## src/rtl/mem_stage.sv

```systemverilog
// ---------------------------------------------------------------------------
// mem_stage
//
// Memory-access stage of an in-order pipeline. It takes the EX/MEM register
// contents, runs at most one load or store on a simple ready-based RAM port,
// and presents the results to the MEM/WB register.
//
// Parameters
//   ALIGN_CHECK   1 = flag misaligned half/word accesses, 0 = never flag
//
// Ports
//   clk, rst                    clock, synchronous active-high reset
//   stall_current_stage         pipeline controller holds this stage
//   flush                       discard the in-flight instruction
//   mem_read_flag_in            load request
//   mem_write_flag_in           store request
//   mem_sign_ext_flag_in        load sign extension (passed through)
//   mem_sel_in[3:0]             access size: 0001 byte, 0011 half, 1111 word
//   mem_write_data_in[31:0]     store data, right-aligned
//   result_in[31:0]             ALU result / effective address
//   reg_write_en_in             register write enable (passed through)
//   reg_write_addr_in[4:0]      destination register (passed through)
//   current_pc_addr_in[31:0]    PC of the instruction (passed through)
//   ram_en                      RAM request strobe
//   ram_write_en[3:0]           RAM byte write strobes
//   ram_addr[31:0]              word-aligned RAM address
//   ram_write_data[31:0]        lane-aligned store data
//   ram_ready                   RAM completes the current request
//   ram_read_data[31:0]         RAM read data, valid with ram_ready
//   stall_request               this stage needs the pipeline frozen
//   address_error               misaligned access, to the exception unit
//   *_out                       MEM/WB register inputs
//   ram_read_data_out[31:0]     captured load word (0 outside DONE)
// ---------------------------------------------------------------------------
module mem_stage #(
  parameter bit ALIGN_CHECK = 1'b1
) (
  input  logic        clk,
  input  logic        rst,
  input  logic        stall_current_stage,
  input  logic        flush,

  input  logic        mem_read_flag_in,
  input  logic        mem_write_flag_in,
  input  logic        mem_sign_ext_flag_in,
  input  logic [3:0]  mem_sel_in,
  input  logic [31:0] mem_write_data_in,
  input  logic [31:0] result_in,
  input  logic        reg_write_en_in,
  input  logic [4:0]  reg_write_addr_in,
  input  logic [31:0] current_pc_addr_in,

  output logic        ram_en,
  output logic [3:0]  ram_write_en,
  output logic [31:0] ram_addr,
  output logic [31:0] ram_write_data,
  input  logic        ram_ready,
  input  logic [31:0] ram_read_data,

  output logic        stall_request,
  output logic        address_error,

  output logic        mem_read_flag_out,
  output logic        mem_write_flag_out,
  output logic        mem_sign_ext_flag_out,
  output logic [3:0]  mem_sel_out,
  output logic [31:0] result_out,
  output logic        reg_write_en_out,
  output logic [4:0]  reg_write_addr_out,
  output logic [31:0] current_pc_addr_out,
  output logic [31:0] ram_read_data_out
);

  typedef enum logic [1:0] {
    S_IDLE = 2'd0,
    S_WAIT = 2'd1,
    S_DONE = 2'd2,
    S_DROP = 2'd3
  } state_t;

  // Half needs an even address, word needs a 4-byte aligned address.
  // Any other select pattern (byte, or unused codes) is never misaligned.
  function automatic logic is_misaligned(input logic [3:0] sel,
                                         input logic [1:0] offset);
    logic bad;
    bad = 1'b0;
    if (sel == 4'b0011) begin
      bad = offset[0];
    end else if (sel == 4'b1111) begin
      bad = (offset != 2'b00);
    end
    return bad;
  endfunction

  state_t      state_q, state_d;
  logic [31:0] buf_q, buf_d;

  // Request registers: the RAM outputs are frozen from these once a
  // transaction outlives its launch cycle, so the bus stays stable in WAIT
  // and DROP regardless of what the upstream register does meanwhile.
  logic [31:0] req_addr_q, req_addr_d;
  logic [31:0] req_wdata_q, req_wdata_d;
  logic [3:0]  req_be_q, req_be_d;

  logic        rw_flag;
  logic        access;
  logic [1:0]  offset;
  logic [3:0]  lane_mask;
  logic [31:0] launch_addr;
  logic [31:0] launch_wdata;
  logic [3:0]  launch_be;

  // -------------------------------------------------------------------------
  // Address decode and lane alignment
  // -------------------------------------------------------------------------
  always_comb begin
    rw_flag       = mem_read_flag_in | mem_write_flag_in;
    offset        = result_in[1:0];
    lane_mask     = mem_sel_in << offset;
    address_error = ALIGN_CHECK && rw_flag && is_misaligned(mem_sel_in, offset);
    access        = rw_flag & ~address_error & ~flush;
    launch_addr   = {result_in[31:2], 2'b00};
    launch_wdata  = mem_write_data_in << {offset, 3'b000};
    launch_be     = mem_write_flag_in ? lane_mask : 4'b0000;
  end

  // -------------------------------------------------------------------------
  // Pass-through to MEM/WB; a faulting or flushed instruction must not
  // write the register file.
  // -------------------------------------------------------------------------
  always_comb begin
    mem_read_flag_out     = mem_read_flag_in;
    mem_write_flag_out    = mem_write_flag_in;
    mem_sign_ext_flag_out = mem_sign_ext_flag_in;
    mem_sel_out           = lane_mask;
    result_out            = result_in;
    reg_write_en_out      = reg_write_en_in & ~address_error & ~flush;
    reg_write_addr_out    = reg_write_addr_in;
    current_pc_addr_out   = current_pc_addr_in;
  end

  // -------------------------------------------------------------------------
  // State register
  // -------------------------------------------------------------------------
  always_ff @(posedge clk) begin
    if (rst) begin
      state_q <= S_IDLE;
      buf_q   <= 32'h0;
    end else begin
      state_q <= state_d;
      buf_q   <= buf_d;
    end
  end

  always_ff @(posedge clk) begin
    req_addr_q  <= req_addr_d;
    req_wdata_q <= req_wdata_d;
    req_be_q    <= req_be_d;
  end

  // -------------------------------------------------------------------------
  // Next-state logic
  // -------------------------------------------------------------------------
  always_comb begin
    state_d     = state_q;
    buf_d       = buf_q;
    req_addr_d  = req_addr_q;
    req_wdata_d = req_wdata_q;
    req_be_d    = req_be_q;

    unique case (state_q)
      S_IDLE: begin
        if (access) begin
          req_addr_d  = launch_addr;
          req_wdata_d = launch_wdata;
          req_be_d    = launch_be;
          if (ram_ready) begin
            buf_d   = ram_read_data;
            state_d = S_DONE;
          end else begin
            state_d = S_WAIT;
          end
        end
      end

      S_WAIT: begin
        if (ram_ready) begin
          // A flush landing on the completing cycle still finishes the bus
          // transfer, but the instruction is gone so the data is dropped.
          if (flush) begin
            state_d = S_IDLE;
          end else begin
            buf_d   = ram_read_data;
            state_d = S_DONE;
          end
        end else if (flush) begin
          state_d = S_DROP;
        end
      end

      S_DROP: begin
        if (ram_ready) begin
          state_d = S_IDLE;
        end
      end

      S_DONE: begin
        if (!stall_current_stage || flush) begin
          state_d = S_IDLE;
        end
      end

      default: state_d = S_IDLE;
    endcase
  end

  // -------------------------------------------------------------------------
  // Output logic
  // -------------------------------------------------------------------------
  always_comb begin
    ram_en            = 1'b0;
    ram_write_en      = 4'b0000;
    ram_addr          = req_addr_q;
    ram_write_data    = req_wdata_q;
    stall_request     = 1'b0;
    ram_read_data_out = 32'h0;

    unique case (state_q)
      S_IDLE: begin
        // Launch cycle drives straight from the inputs.
        ram_en         = access;
        ram_addr       = launch_addr;
        ram_write_data = launch_wdata;
        ram_write_en   = access ? launch_be : 4'b0000;
        stall_request  = access;
      end

      S_WAIT, S_DROP: begin
        ram_en        = 1'b1;
        ram_write_en  = req_be_q;
        stall_request = 1'b1;
      end

      S_DONE: begin
        ram_read_data_out = buf_q;
      end

      default: ;
    endcase
  end

endmodule

```

## config.mk

```make
export PLATFORM = sky130hd
export DESIGN_NAME = mem_stage
export DESIGN_NICKNAME = d
export VERILOG_FILES = /design/src/rtl/mem_stage.sv
export SDC_FILE = /design/constraint.sdc
export NUM_CORES = 1
export LEC_CHECK = 0
export CORE_AREA = 2 2 125 127
export CTS_CLUSTER_DIAMETER = 50
export DETAILED_ROUTE_END_ITERATION = 10
export DIE_AREA = 0 0 127 129
export GPL_TIMING_DRIVEN = 1
export MAX_ROUTING_LAYER = met4
export PLACE_DENSITY = 0.82
export SETUP_SLACK_MARGIN = 0.2
export SYNTH_ARGS = -nofsm -noshare
export SYNTH_HDL_FRONTEND = slang
export SYNTH_SLANG_ARGS = --single-unit
```

## constraint.sdc

```tcl
create_clock -name clk -period 21 [get_ports clk]
set_input_delay 5.25 -clock clk [delete_from_list [all_inputs] [get_ports clk]]
set_output_delay 5.25 -clock clk [all_outputs]
set_load 0.005 [all_outputs]
```

* Yosys cells after proc, flatten, opt, wreduce, memory -nomap -nowiden
Index checks and enable logic that the tools add are counted.
Storage, ports and cells: output and inout bits 180, register bits 100, input port bits 146, logic and storage cells 58
Operators by class: mux-type cells 22, equality and inequality tests 12, shift-type cells 2, bitwise gates (word level) 7, reductions and logical operators 10
Operators with widths (count):
- 2-to-1 mux 32 bit | 7
- case mux 32 bit (2 select lines) | 1
- left shift 32 x 5 -> 32 bit | 1
- 2-to-1 mux 2 bit | 7
- != test 2 bit (second input constant) | 6
- 2-to-1 mux 4 bit | 2
- case mux 2 bit (4 select lines) | 1
- case mux 4 bit (2 select lines) | 1
- AND reduction 5 bit | 1
- AND 1 bit | 4
- == test 2 bit (second input constant) | 2
- == test 4 x 2 -> 1 bit (second input constant) | 1
- == test 4 bit (second input constant) | 1
- AND reduction 4 bit | 1
- nonzero test 2 bit | 2
- left shift 4 x 2 -> 4 bit | 1
- != test 3 bit (second input constant) | 1
- == test 2 x 1 -> 1 bit (second input constant) | 1
- zero test 2 bit | 1
- 2-to-1 mux 1 bit | 2
- NOT 1 bit | 2
- case mux 1 bit (2 select lines) | 1
- AND reduction 2 bit | 1
- OR reduction 2 bit | 1
- other kinds (4) | 4

* Depth between registers and ports, before layout
depth in word-level cells 9, depth in mapped cells 7, depth with buffers taken out 4

* Least setup slack after synthesis
Ideal clock, no wire load.
kind input to register, start point input mem_sel_in[3], end point register req_addr_q[10], enable pin, arrival time 12146 ps, stages 5, setup time 653 ps, setup slack 8202 ps, buffers on the path 2, data required time 20347 ps, cells stage by stage xor2_1 -> o22ai_1 -> buf_2 -> buf_2 -> nor4_1
On the way: word-level cells in the longest chain between the ends 8, elaborated cells between the ends (all ways) 9, those cells by class eq/ne: 2; mux: 2; bitwise: 3; reduce/logical: 2
RTL lines:
- from (decl) | RTL line 46 | input logic [3:0] mem_sel_in,
- == test 4 bit | RTL line 89 | end else if (sel == 4'b1111) begin
- 2-to-1 mux 1 bit | RTL line 89
- 2-to-1 mux 1 bit * | RTL line 87 | if (sel == 4'b0011) begin
- logical AND 1 bit * | RTL line 120 | address_error = ALIGN_CHECK && rw_flag && is_misaligned(mem_sel_in, offset);
- NOT 1 bit * | RTL line 121 | access = rw_flag & ~address_error & ~flush;
- AND 1 bit * (2 in a row) | RTL line 121
- AND reduction 2 bit (no line) *
- to (signal assigned) | RTL line 156 | req_addr_q <= req_addr_d;
- to (decl) | RTL line 101 | logic [31:0] req_addr_q, req_addr_d;
Mark *: on every way between the ends. The rest lies on a longest branch, timed or not. A chain may end at the register's enable or synchronous reset.

* Final worst setup path
start point input result_in[0], end point output ram_en
On the way: word-level cells in the longest chain between the ends 8
RTL lines:
- from (decl) | RTL line 48 | input logic [31:0] result_in,
- nonzero test 2 bit | RTL line 90 | bad = (offset != 2'b00);
- 2-to-1 mux 1 bit | RTL line 89
- 2-to-1 mux 1 bit * | RTL line 87
- logical AND 1 bit * | RTL line 120
- NOT 1 bit * | RTL line 121
- AND 1 bit * (2 in a row) | RTL line 121
- case mux 1 bit (2 select lines) * | RTL line 228 | unique case (state_q)
- to (decl) | RTL line 53 | output logic ram_en,
Marked as above.

==> key figures <==
Floorplan
  • Chip height: between 100 and 150 um
  • Number of core rows: 45
  • Die Area: around 16000 um^2
  • Io pins: about 330
  • Die width: between 100 and 150 um
  • Initial Util: 0.403
  • Core ar.: roughly 15000 um^2

Detailed routing
  • Post-DR wirelength/cell: 17.2 um
  • Routed WL: about 17000 um
  • DR pass1 iterations: 4
  • Initial DRC Count: ~260
  • Vias/cell: between 5 and 6
  • Via count: between 5k and 6k
  • DRC viols: 0
  • ANT nets after route: 0

Clocking
  • Postcts setup bufs: 0
  • CTS Buf Count: 9
  • Post-cts gate resize count: 0
  • Root Driver: clkbuf_16
  • Cts hold-fix bufs: 0
  • TritonCTS clock tree: done
  • Clk_lat worst skew: ~350 ps
  • Max Root-Sink Buffers: 2
  • CTS H-tree depth: 3
  • Worst-path clk slew: 60 ps
  • TritonCTS Sinks: 100

Synthesis
  • Gate Count Post-Synth: 644
  • Synthesis Warnings: 0
  • Top_reg_cell synth: edfxtp_1
  • Count of unique library cells instantiated by Yosys: 37
  • Number of flops mapped to enable cells by yosys: 66
  • Mean post-synth cell area: 9.36 um^2
  • Mapped cell area: 6030 um^2
  • Post-synthesis sequential area ratio: 0.442
  • Async SR Flop Fraction: 0
  • #FFs+latches synth: 100

Global route
  • Antenna violations before repair: 0
  • Largest net degree at the start of global routing: 70
  • Total gr overflow: 0
  • First-pass GRT wire length: approximately 26000 um
  • Number of global-route vias before repair: approximately 5.1k
  • Gr usage total: 0.208

Min path
  • Hold Crit Depth: 2
  • Hold Crit Class: reg -> reg
  • Min-Delay Endpoint: buf_q[17]
  • Hold Startpoint: buf_q[17]

Worst setup path
  • FF-to-FF End: req_addr_q[8]
  • RR Startpoint: state_q[0]
  • Critical path launch point type: primary input
  • Worst reg2reg setup slack: around 18000 ps
  • Crit Path Category: in -> out
  • Setup crit end kind: output pin
  • Arrival @ worst endpoint: about 8000 ps
  • Cell depth of the worst flop-to-flop path: 3
  • CP max stage cell: buf_4
  • WP data required: about 16000 ps
  • Worst-path cell chain: clkdlybuf4s50_1, buf_4, nand3_1, o22ai_4, buf_4, nor4_1, or2_2, clkdlybuf4s50_1
  • Crit path buffers/inverters: 4
  • Max FO, Critical Path: 69
  • CP peak stage delay: 600 ps
  • Delay-heaviest family, CP: buffers and inverters

Place
  • Post-Place Worst Slack: roughly 8000 ps
  • Detailed placement HPWL: about 12000 um
  • PortBufs: 247
  • GPL Wtd Cong: between 0.8 and 0.9

STA
  • Setup TNS Final: 0 ps
  • Final worst path period share: 0.630
  • Worst Skew: just under 9 ps
  • Final Slew Violations: 0
  • # setup viols final: 0
  • Worst Setup Slack, final: between 7000 and 8000 ps
  • Max_slew headroom: 0.453
  • Hold Worst Slack: roughly 500 ps
  • Peak Freq: 75.6 MHz
  • RSZ-0062 raised after global routing: no
  • Final hold vios: 0
  • Clock period minus worst slack: 13230 ps
  • Least-Margin Pin Slew: approximately 820 ps

Pwr
  • Maximum vdd ir drop: 0.0000331 V
  • Tot Pwr: 539 uW
  • Pleak: about 3.1 nW
  • Pwr/cell area: around 64 nW/um^2

Layout
  • Nets: about 940
  • Layout cells sized above 1: 0.0928
  • Ant. Diodes: 0
  • Synthesis-to-layout area growth: 39.1%
  • FF/Latch Area: between 2000 and 3000 um^2
  • Multi-input logic area: approximately 2600 um^2
  • Post-layout util: 0.560
  • Fill count: 1311

Status
  • Status: completed

Flow run
  • Max_cap viols: 0
## cell usage after synthesis (2+ instances only)
| master | instances | share of area |
|---|---|---|
| nor2b_1 | 12 | 0.012 |
| nor4_1 | 2 | 0.0021 |
| buf_6 | 4 | 0.0075 |
| or2_2 | 2 | 0.0021 |
| buf_4 | 77 | 0.096 |
| nand3_1 | 34 | 0.028 |
| buf_1 | 2 | 0.0012 |
| edfxtp_1 | 66 | 0.33 |
| mux2_2 | 32 | 0.060 |
| o221ai_2 | 7 | 0.017 |
| and3_1 | 2 | 0.0021 |
| dfxtp_1 | 34 | 0.11 |
| clkbuf_1 | 20 | 0.012 |
| a22o_1 | 4 | 0.0058 |
| nor2_1 | 8 | 0.0050 |
| and2_1 | 44 | 0.046 |
| o221ai_1 | 25 | 0.036 |
| buf_2 | 19 | 0.016 |
| a22oi_1 | 33 | 0.041 |
| o21ai_0 | 18 | 0.015 |
| inv_1 | 2 | 0.0012 |
| a21oi_1 | 2 | 0.0017 |
| nand2_1 | 164 | 0.10 |
| mux2i_1 | 18 | 0.030 |
## layout by cell type (no fill, tap or decap), types with 6 or more instances in the layout
cell type        count
o221ai_2             7
clkbuf_16            9
clkdlybuf4s50_1    247
edfxtp_1            66
nor2b_1             12
nand3_1             34
o221ai_1            25
nor2_1               6
nand2_1            164
and2_1              44
o21ai_0             18
mux2i_1             18
a22oi_1             33
buf_4               12
dfxtp_1             34
mux2_2              32
## routing by layer
| layer | share of wire | vias up | GRT usage |
|---|---|---|---|
| met3 | 0.082 | 31 | 0.0499 |
| met4 | 0.024 | 0 | 0.0795 |
| met2 | 0.49 | 260 | 0.341 |
| li1 | - | 2482 | - |
| met1 | 0.41 | 2427 | 0.250 |
| met5 | 0 | - | - |
## layout make-up
cell class,instances,area share
clock inverter,7,0.0107
clock buffer,9,0.0268
multi-input combinational,420,0.311
timing repair buffer,259,0.305
inverter,2,0.000895
tap,188,0.0280
sequential,100,0.317
## tightest hold or removal path, cell delays in order, from the launching register on
cell and delay [ps]:
dfxtp_1 340, nand3_1 70, o221ai_1 60
## sequential cells by signal (all words and copies together), names as in the netlist
register / count
req_addr_q: 30
state_q: 2
req_be_q: 4
buf_q: 32
req_wdata_q: 32
## how the worst max path moves through the flow
| stage | startpoint | endpoint | cells past startpoint |
|---|---|---|---|
| 6_report | result_in[0] | ram_en | 8 |
| 5_1_grt | result_in[0] | ram_en | 8 |
| 4_1_cts | result_in[0] | ram_en | 8 |
| 3_5_place_dp | result_in[0] | ram_en | 8 |
| 3_3_place_gp | result_in[0] | ram_en | 8 |
| 2_1_floorplan | mem_sel_in[3] | req_addr_q[10] | 5 |
## per-stage QoR
stage | instances | cell area (um^2)
2_1_floorplan | 645 | 6030
3_3_place_gp | 969 | 8070
3_5_place_dp | 969 | 8070
4_1_cts | 985 | 8390
5_1_grt | 985 | 8390
6_report | 985 | 8390
## kinds of logic after synthesis
| family | share of synthesized area |
|---|---|
| multiplexers | 0.0896 |
| AO/OA/AOI/OAI | 0.124 |
| XOR/XNOR | 0.00145 |
| flip-flops | 0.442 |
| buffers and inverters | 0.135 |
| AND/OR/NAND/NOR | 0.208 |
| other | 0.000622 |
## report_power, final
part	internal, mW	switching (mW)
clock	0.104	0.0768
combinational	0.0717	0.0556
sequential	0.225	0.00551
Note: power is estimated with default switching activity, not from simulation.
